===== src/rtl/sd_arb_pkg.sv =====
// Shared types and constants for the SD-card read-port arbiter and its helpers.
package sd_arb_pkg;

   localparam int SECTOR_BYTES = 512;
   localparam int ADDR_W       = $clog2(SECTOR_BYTES);
   localparam int DEF_NREQ     = 3;
   localparam int DEF_LBA_W    = 32;

   typedef enum logic [1:0] {
      IDLE,
      WAIT_BUSY,
      XFER
   } arb_state_t;

endpackage


===== src/rtl/rr_pick.sv =====
// Combinational round-robin selector: first set request after index rr, wrapping modulo N.
module rr_pick #(
   parameter int N     = 3,
   parameter int IDX_W = (N > 1) ? $clog2(N) : 1
) (
   input  logic [N-1:0]     req,
   input  logic [IDX_W-1:0] rr,
   output logic [N-1:0]     pick,
   output logic [IDX_W-1:0] idx,
   output logic             valid
);

   logic [2*N-1:0] dbl;
   logic [N-1:0]   rot;
   int             off;

   // Rotate the doubled vector so bit 0 is the requester just after rr.
   always_comb begin
      dbl   = {req, req};
      rot   = N'(dbl >> (int'(rr) + 1));
      valid = |req;
      off   = 0;
      for (int k = N - 1; k >= 0; k--) begin
         if (rot[k]) off = k;
      end
      idx  = IDX_W'((int'(rr) + 1 + off) % N);
      pick = valid ? (N'(1) << idx) : '0;
   end

endmodule


===== src/rtl/sd_read_arbiter.sv =====
// Round-robin arbiter sharing one SD sector-read port between NREQ requesters.
// Define SD_ARB_TIMEOUT_EN to add a watchdog with a sticky timeout_err output.
module sd_read_arbiter
   import sd_arb_pkg::*;
#(
   parameter int NREQ  = DEF_NREQ,
   parameter int LBA_W = DEF_LBA_W
`ifdef SD_ARB_TIMEOUT_EN
   ,
   parameter int TIMEOUT = 1048575
`endif
) (
   input  logic                  clk,
   input  logic                  rst,
   input  logic [NREQ-1:0]       req_rd,
   input  logic [NREQ*LBA_W-1:0] req_lba,
   output logic [NREQ-1:0]       req_busy,
   output logic [NREQ-1:0]       req_done,
   output logic [NREQ-1:0]       req_data_en,
   output logic [ADDR_W-1:0]     req_addr,
   output logic [7:0]            req_data,
   output logic [LBA_W-1:0]      sd_lba,
   output logic [NREQ-1:0]       sd_rd,
   input  logic                  sd_busy,
   input  logic                  sd_done,
   input  logic [ADDR_W-1:0]     sd_addr,
   input  logic                  sd_data_en,
   input  logic [7:0]            sd_data,
`ifdef SD_ARB_TIMEOUT_EN
   output logic                  timeout_err,
`endif
   output logic [NREQ-1:0]       grant
);

   localparam int IDX_W = (NREQ > 1) ? $clog2(NREQ) : 1;

   arb_state_t       state;
   logic [IDX_W-1:0] rr;
   logic [IDX_W-1:0] owner;
   logic             sd_busy_q;
   logic [NREQ-1:0]  pick_onehot;
   logic [IDX_W-1:0] pick_idx;
   logic             pick_valid;

   rr_pick #(.N(NREQ), .IDX_W(IDX_W)) u_pick (
      .req   (req_rd),
      .rr    (rr),
      .pick  (pick_onehot),
      .idx   (pick_idx),
      .valid (pick_valid)
   );

   assign req_addr    = sd_addr;
   assign req_data    = sd_data;
   assign req_data_en = {NREQ{sd_data_en}} & grant;

   // Non-owners see busy while a transaction is in flight or pending, so they hold off.
   always_comb begin
      for (int i = 0; i < NREQ; i++) begin
         req_busy[i] = (grant[i] || (state == IDLE && !(|req_rd))) ? sd_busy : 1'b1;
      end
   end

`ifdef SD_ARB_TIMEOUT_EN
   localparam int CNT_W = $clog2(TIMEOUT + 1);
   logic [CNT_W-1:0] wd_cnt;
`endif

   always_ff @(posedge clk) begin
      if (rst) begin
         state     <= IDLE;
         sd_rd     <= '0;
         sd_lba    <= '0;
         grant     <= '0;
         req_done  <= '0;
         rr        <= '0;
         owner     <= '0;
         sd_busy_q <= 1'b0;
`ifdef SD_ARB_TIMEOUT_EN
         wd_cnt      <= '0;
         timeout_err <= 1'b0;
`endif
      end else begin
         sd_busy_q <= sd_busy;
         req_done  <= '0;
         case (state)
            IDLE: begin
               if (!sd_busy && pick_valid) begin
                  grant  <= pick_onehot;
                  sd_rd  <= pick_onehot;
                  sd_lba <= req_lba[pick_idx*LBA_W +: LBA_W];
                  owner  <= pick_idx;
                  state  <= WAIT_BUSY;
               end
            end
            WAIT_BUSY: begin
               if (sd_busy) begin
                  sd_rd <= '0;
                  state <= XFER;
               end else if (!req_rd[owner]) begin
                  sd_rd <= '0;
                  grant <= '0;
                  state <= IDLE;
               end
            end
            XFER: begin
               // Either an explicit done pulse or busy falling ends the sector.
               if (sd_done || (sd_busy_q && !sd_busy)) begin
                  req_done <= grant;
                  rr       <= owner;
                  grant    <= '0;
                  state    <= IDLE;
               end
            end
            default: state <= IDLE;
         endcase
`ifdef SD_ARB_TIMEOUT_EN
         if (state == IDLE || (state == WAIT_BUSY && sd_busy)) begin
            wd_cnt <= '0;
         end else begin
            wd_cnt <= wd_cnt + 1'b1;
         end
         // Watchdog overrides the normal transitions above.
         if (state != IDLE && wd_cnt == CNT_W'(TIMEOUT - 1)) begin
            sd_rd       <= '0;
            req_done    <= grant;
            grant       <= '0;
            rr          <= owner;
            timeout_err <= 1'b1;
            wd_cnt      <= '0;
            state       <= IDLE;
         end
`endif
      end
   end

endmodule


===== config.mk =====
export PLATFORM = sky130hd
export DESIGN_NAME = sd_read_arbiter
export DESIGN_NICKNAME = d
export VERILOG_FILES = /design/src/rtl/sd_arb_pkg.sv /design/src/rtl/rr_pick.sv /design/src/rtl/sd_read_arbiter.sv
export SDC_FILE = /design/constraint.sdc
export NUM_CORES = 1
export LEC_CHECK = 0
export ABC_AREA = 1
export CORE_MARGIN = 5
export CORE_UTILIZATION = 37
export CTS_CLUSTER_DIAMETER = 60
export DETAILED_ROUTE_END_ITERATION = 8
export HOLD_SLACK_MARGIN = 0.06
export PLACE_DENSITY = 0.78
export REMOVE_ABC_BUFFERS = 1
export SETUP_SLACK_MARGIN = 0.05
export SYNTH_ARGS = -nofsm -noshare
export SYNTH_HDL_FRONTEND = slang
export SYNTH_SLANG_ARGS = --single-unit

===== constraint.sdc =====
create_clock -name clk -period 4.5 [get_ports clk]
set_input_delay 1.35 -clock clk [delete_from_list [all_inputs] [get_ports clk]]
set_output_delay 1.35 -clock clk [all_outputs]
set_load 0.02 [all_outputs]

==> reports/qor.yml, run 1 <==
run_status:
  status: "finished with violations"
  violations: "setup timing"
cells_and_area:
  fin_area_um2: 6593
  final_cell_mix: "147 x clkdlybuf4s50_1, 91 x nand2_1, 66 x nor2_1"
  area_growth_pct: 77.77
  final_common_cell: "clkdlybuf4s50_1"
  drive_gt1_share_pct: 29.69
  fin_nets: 863
  diodes: 0
  utilization_pct: 67.45
route:
  dr_total_vias: 4686
  postRouteAntennaNets: 0
  viasPerCell: 5.424
  drc_errors: 0
  wire_per_inst_um: 18.18
  drt_iter0_drc: 275
  first_pass_iters: 4
  wl_mm: 15.71
global_routing:
  grt_use_total_pct: 23.48
  grt_pass1_vias: 4657
  gr-usage-met1_pct: 28.31
  grt_overflow: 0
  use_met3_pct: 6.348
  busiest_layer: "met2"
  grt_util_met2_pct: 39.47
  grt_max_degree: 38
  antenna_found_initial: 0
  grt_pass1_wl_mm: 22.63
critical_path:
  worstSetupEndpointType: "register"
  cp-start-kind: "input pin"
  cp.arrival_ns: 4.80
  crit_type: "in -> reg"
  cp_max_fo: 6
  cp_data_required_time_ns: 4.74
place:
  place_ws_ns: -0.8231
  hpwl_mm: 9.030
  place_congestion: 0.8831
  portBuffers: 150
  placed_area_um2: 5340
sta:
  drv_slew: 0
  tns_ns: -0.2217
  fin_hold_ws_ns: 0.4935
  fin_crit_ns: 4.558
  relSlewSlack_pct: 30.71
  worst_slack_ns: -0.05750
  max_freq_ghz: 0.2194
  hold_viol: 0
  fin_crit_sh_pct: 101.3
  rsz0062_at_grt: "yes"
  fin_worst_skew_ns: 0.01219
  setup-violations-final: 14
  worstMarginPinSlew_ns: 1.038
yosys:
  yosys_warnings: 0
  yosys.cell_types.count: 27
  synth.area.top_cells: "dfxtp_1 26%, nand3_2 11%, nand2_1 11%"
  postSynthCellCount: 556
  yosysTopAreaCellShare_pct: 25.91
  yosysTopAreaCell: "dfxtp_1"
  ys_seq_elements: 48
  syn_area_um2: 3709
  avgSynthCellArea_um2: 6.670
  yosysSeqAreaShare_pct: 25.91
min_path:
  hold_class: "reg -> reg"
pwr:
  p_seq_share_pct: 19.1
  clkPwrFrac_pct: 11.9
  power.internal_w: 0.001607
  ir_worst_vdd_uv: 239.6
  switching_power_w: 0.001193
  pwr-share-comb_pct: 69.1
  switching_share_pct: 42.61
  total_leakage_power_nw: 2.822
  p_per_area_nw_per_um2: 424.7
floorplan:
  die_area_um2: 12130
  fp.dieH_um: 110.1
  io_pins: 185
  die_x_um: 110.1
  start_util_pct: 37.94
  num_rows: 36
  core_region_area_um2: 9774
clock_tree:
  clk_pin_slew_ns: 0.11
  clk_latency_ns: 0.32
  cts_sinks: 48
  root_buffer: "clkbuf_8"
  cts_buffer_depth: 2
  htreeDepth: 2
  cts_made_buffers: 5
  cts_tree: "done"
flow_run:
  maxCapViolations: 0
[metrics by stage]
| step | std cells | total power [W] |
|---|---|---|
| after CTS | 852 | 0.002586 |
| after global routing | 864 | 0.002952 |
| after floorplan | 502 | 0.001235 |
| final | 864 | 0.002800 |
| after global placement | 813 | 0.001749 |
| after detailed placement | 813 | 0.001777 |
[state kept, by name, indices dropped and copies added (netlist names)]
register   count
sd_lba        32
grant          3
req_done       3
sd_rd          3
owner          2
rr             2
state          2
sd_busy_q      1
[synthesized netlist by cell type]
| cell | number |
|---|---|
| nand4_1 | 5 |
| buf_12 | 2 |
| nand3_1 | 69 |
| nand3b_1 | 1 |
| nand2_1 | 104 |
| buf_2 | 13 |
| buf_4 | 22 |
| a21o_1 | 1 |
| inv_2 | 3 |
| inv_1 | 37 |
| o21a_1 | 1 |
| a21oi_1 | 42 |
| buf_8 | 4 |
| nand2_2 | 5 |
| nand2_4 | 3 |
| ha_1 | 11 |
| o21ai_0 | 45 |
| o211ai_1 | 2 |
| nor3_1 | 1 |
| dfxtp_1 | 48 |
| a31oi_1 | 1 |
| nor2_1 | 74 |
| fa_1 | 1 |
| nand3_2 | 41 |
| a21oi_2 | 5 |
| nor2_2 | 2 |
| clkbuf_1 | 13 |
[power by group through the flow]
| stage | registers [W] | clock network (W) | logic [W] |
|---|---|---|---|
| 3_3_place_gp | 0.000539 | 0 | 0.00121 |
| 6_report | 0.000535 | 0.000332 | 0.00193 |
| 3_5_place_dp | 0.000540 | 0 | 0.00124 |
| 2_1_floorplan | 0.000605 | 0 | 0.000630 |
| 5_1_grt | 0.000542 | 0.000357 | 0.00205 |
| 4_1_cts | 0.000532 | 0.000337 | 0.00172 |
[cell families (layout without fill, tap and decap cells)]
family                   Yosys count  in the layout  synth area share, %
buffers and inverters             94            269                14.27
AO/OA/AOI/OAI                     97             97                13.90
AND/OR/NAND/NOR                  305            305                41.67
flip-flops                        48             48                25.91
adder cells (fa/ha/maj)           12             12                4.251
[worst max-delay path, stage by stage]
cell and delay (ns):
buf_8 0.11, nand2_4 0.06, o21ai_2 0.06, o21a_1 0.21, buf_6 0.12, nor3_4 0.19, inv_2 0.06, fa_2 0.59
inv_2 0.06, ha_4 0.17, ha_4 0.16, a21oi_4 0.13, nand2_2 0.08, nand2_2 0.07, nand2_2 0.06, inv_2 0.07
ha_4 0.13, inv_2 0.03, nand2_2 0.07, inv_4 0.05, buf_12 0.12, buf_6 0.11, nand3_4 0.19, buf_12 0.16
nand3_1 0.07, nand2_1 0.07, nand2_1 0.09, a21oi_2 0.15
[final timing paths]
kind | from | to | slack (ns) | cells after the start
hold / removal | sd_rd[1]$_SDFFE_PP0P_ | sd_rd[1]$_SDFFE_PP0P_ | 0.49 | 2
hold reg to reg | sd_rd[1]$_SDFFE_PP0P_ | sd_rd[1]$_SDFFE_PP0P_ | 0.49 | 2
setup reg to reg | rr[0]$_SDFFE_PP0P_ | sd_lba[12]$_SDFFE_PP0P_ | 0.49 | 26
setup / recovery | req_rd[2] | sd_lba[12]$_SDFFE_PP0P_ | -0.06 | 28
[layer usage]
layer	vias to the layer above	part of all wire [%]
li1	2171	-
met4	0	3.5
met1	2187	37
met5	-	0
met3	57	9.9
met2	271	49
[layout make-up]
| cell class | instances | area, µm² |
|---|---|---|
| clock buffers | 5 | 68.82 |
| clock inverters | 3 | 46.29 |
| fillers | 759 | 3182 |
| inverters | 40 | 157.7 |
| multi-input cells | 414 | 2600 |
| flip-flops and latches | 48 | 960.9 |
| well taps | 133 | 166.4 |
| repair buffers | 221 | 2592 |
[timing repair]
item	4_1_cts	5_1_grt
cloned	12	8
endpoints found under the setup margin	40	40
hold buffers	0	0
gates resized for setup	73	71
pin swaps	27	62
setup buffers	21	11
No activity file was read; power rests on OpenSTA's default activity.
==> run 2, diff against run 1 <==
==> constraint.sdc (replaced) <==
create_clock -name clk -period 4.5 [get_ports clk]
set_input_delay 0.675 -clock clk [delete_from_list [all_inputs] [get_ports clk]]
set_output_delay 0.675 -clock clk [all_outputs]
set_load 0.02 [all_outputs]
==> run 2 against run 1 <==
  * The flow now finishes without violations
  * Core utilization decreased by 11 points
  * Maximum frequency rose by 7.1%
  * First-iteration DRC count fell by 37%
  * Hold slack worse by 0.0012 ns
  * Die area stayed put
  * Largest power group unchanged
==> reports/qor.yml, run 2 (same netlist as run 1, synthesis figures left out) <==
run_status:
  status: "finished, final reports clean"
floorplan:
  die_area_um2: 12130
  core_region_area_um2: 9774
  io_pins: 185
  start_util_pct: 37.94
  fp.dieH_um: 110.1
  num_rows: 36
  die_x_um: 110.1
pwr:
  total_leakage_power_nw: 2.391
  p_per_area_nw_per_um2: 396.2
  ir_worst_vdd_uv: 193.8
  total_power_w: 0.002201
cells_and_area:
  final_common_cell: "clkdlybuf4s50_1"
  nFillCells: 892
  area_growth_pct: 49.80
  regMostFlops: "sd_lba"
  largest_register_ff_count: 32
  final_cell_mix: "149 x clkdlybuf4s50_1, 102 x nand2_1, 74 x nor2_1"
  fin_nets: 817
  diodes: 0
  drive_gt1_share_pct: 14.89
clock_tree:
  root_buffer: "clkbuf_8"
  clk_pin_slew_ns: 0.11
  cts_buffer_depth: 2
  htreeDepth: 2
  clk_latency_ns: 0.31
  cts_sinks: 48
  cts_tree: "done"
  cts_made_buffers: 5
  hold_buffers: 0
critical_path:
  crit_family: "adder cells"
  cp-start-kind: "input pin"
  worst_path_largest_cell_delay_ns: 0.54
  cp.arrival_ns: 4.50
  cp_slowest_cell: "fa_2"
  cp_max_fo: 18
  cp_data_required_time_ns: 4.74
  critPathBufInv: 9
  worstSetupEndpointType: "register"
  crit_type: "in -> reg"
route:
  first_pass_iters: 5
  viasPerCell: 5.147
  drt_iter0_drc: 172
  dr_total_vias: 4210
  wl_mm: 12.50
  drc_errors: 0
  postRouteAntennaNets: 0
  wire_per_inst_um: 15.28
global_routing:
  antenna_found_initial: 0
  grt_pass1_vias: 4122
  grt_max_degree: 38
  grt_overflow: 0
  grt_pass1_wl_mm: 18.93
  grt_use_total_pct: 19.15
flow_run:
  maxCapViolations: 0
sta:
  relSlewSlack_pct: 30.05
  hold_viol: 0
  fin_worst_skew_ns: 0.01105
  max_freq_ghz: 0.2349
  fin_crit_sh_pct: 94.59
  drv_slew: 0
  worstMarginPinSlew_ns: 1.048
  tns_ns: 0
  fin_crit_ns: 4.257
  setup-violations-final: 0
place:
  place_congestion: 0.8905
  hpwl_mm: 8.934
  portBuffers: 150
min_path:
  hold_class: "reg -> reg"
run 2: worst reg2reg max path: stages (launching register included):
cell     delay [ns]
dfxtp_1        0.50
nand2_1        0.08
o21ai_0        0.12
nand2_1        0.07
o21ai_0        0.08
inv_1          0.08
nor2_1         0.12
ha_2           0.19
inv_1          0.05
fa_2           0.54
inv_1          0.07
ha_2           0.18
ha_1           0.20
a21oi_2        0.16
nand2_1        0.07
nand2_1        0.08
inv_1          0.05
ha_1           0.17
inv_1          0.05
nand2_1        0.06
inv_2          0.13
buf_4          0.13
nand3_2        0.12
buf_12         0.19
nand2_1        0.10
nand4_1        0.12
a21oi_2        0.14
run 2: final cells by class:
class                      instances  area [µm²]  share of cell area, %
clock buffer                       5       68.82                  1.239
inverter                          40       150.1                  2.703
clock inverter                     3       46.29                 0.8333
sequential                        48       960.9                  17.30
timing repair buffer             175        1891                  34.03
multi-input combinational        414        2272                  40.90
tap                              133       166.4                  2.996
run 2: per-stage QoR:
step,instances,cell area (µm²),worst slack [ns],util (%),hold WS [ns]
2_1_floorplan,502,3329,-0.4096,-,0.4661
3_3_place_gp,805,5280,0.0004450,54.02,0.4565
3_5_place_dp,805,5280,-0.1705,54.02,0.4705
4_1_cts,813,5395,0.1379,55.20,0.4849
5_1_grt,818,5555,-0.003395,56.84,0.5096
6_report,818,5555,0.2434,56.84,0.4924
run 2: per-layer routing:
metal	global-route usage, %	part of all wire, %	vias to the layer above
met1	23.79	42	1953
met4	5.013	1.1	0
met3	5.766	7.4	10
met2	32.28	50	179
li1	-	-	2068
met5	0	0	-
run 2: power breakdown:
group / internal, W / switching, W
clock network: 0.000168 / 0.000164
logic: 0.000590 / 0.000748
registers: 0.000491 / 0.0000400
total: 0.00125 / 0.000952
run 2: repair_timing:
action,in CTS,in global routing
gates resized for setup,0,16
setup endpoints to repair,0,40
setup buffers,0,1
run 2: worst paths after layout:
| kind | depth (start not counted) | to | slack (ns) | startpoint |
|---|---|---|---|---|
| worst max-delay path | 26 | sd_rd[0]$_SDFFE_PP0P_ | 0.24 | req_rd[0] |
| worst min-delay path | 2 | req_done[2]$_SDFF_PP0_ | 0.49 | grant[2]$_SDFFE_PP0P_ |
| worst max register to register | 26 | sd_rd[0]$_SDFFE_PP0P_ | 0.59 | rr[0]$_SDFFE_PP0P_ |
| worst min register to register | 2 | req_done[2]$_SDFF_PP0_ | 0.49 | grant[2]$_SDFFE_PP0P_ |
==> run 3, diff against run 2 <==
SLEW_MARGIN = 15   (was default)
==> results of run 3 <==
No change in the layout: final DEF, timing and power equal those of run 2.
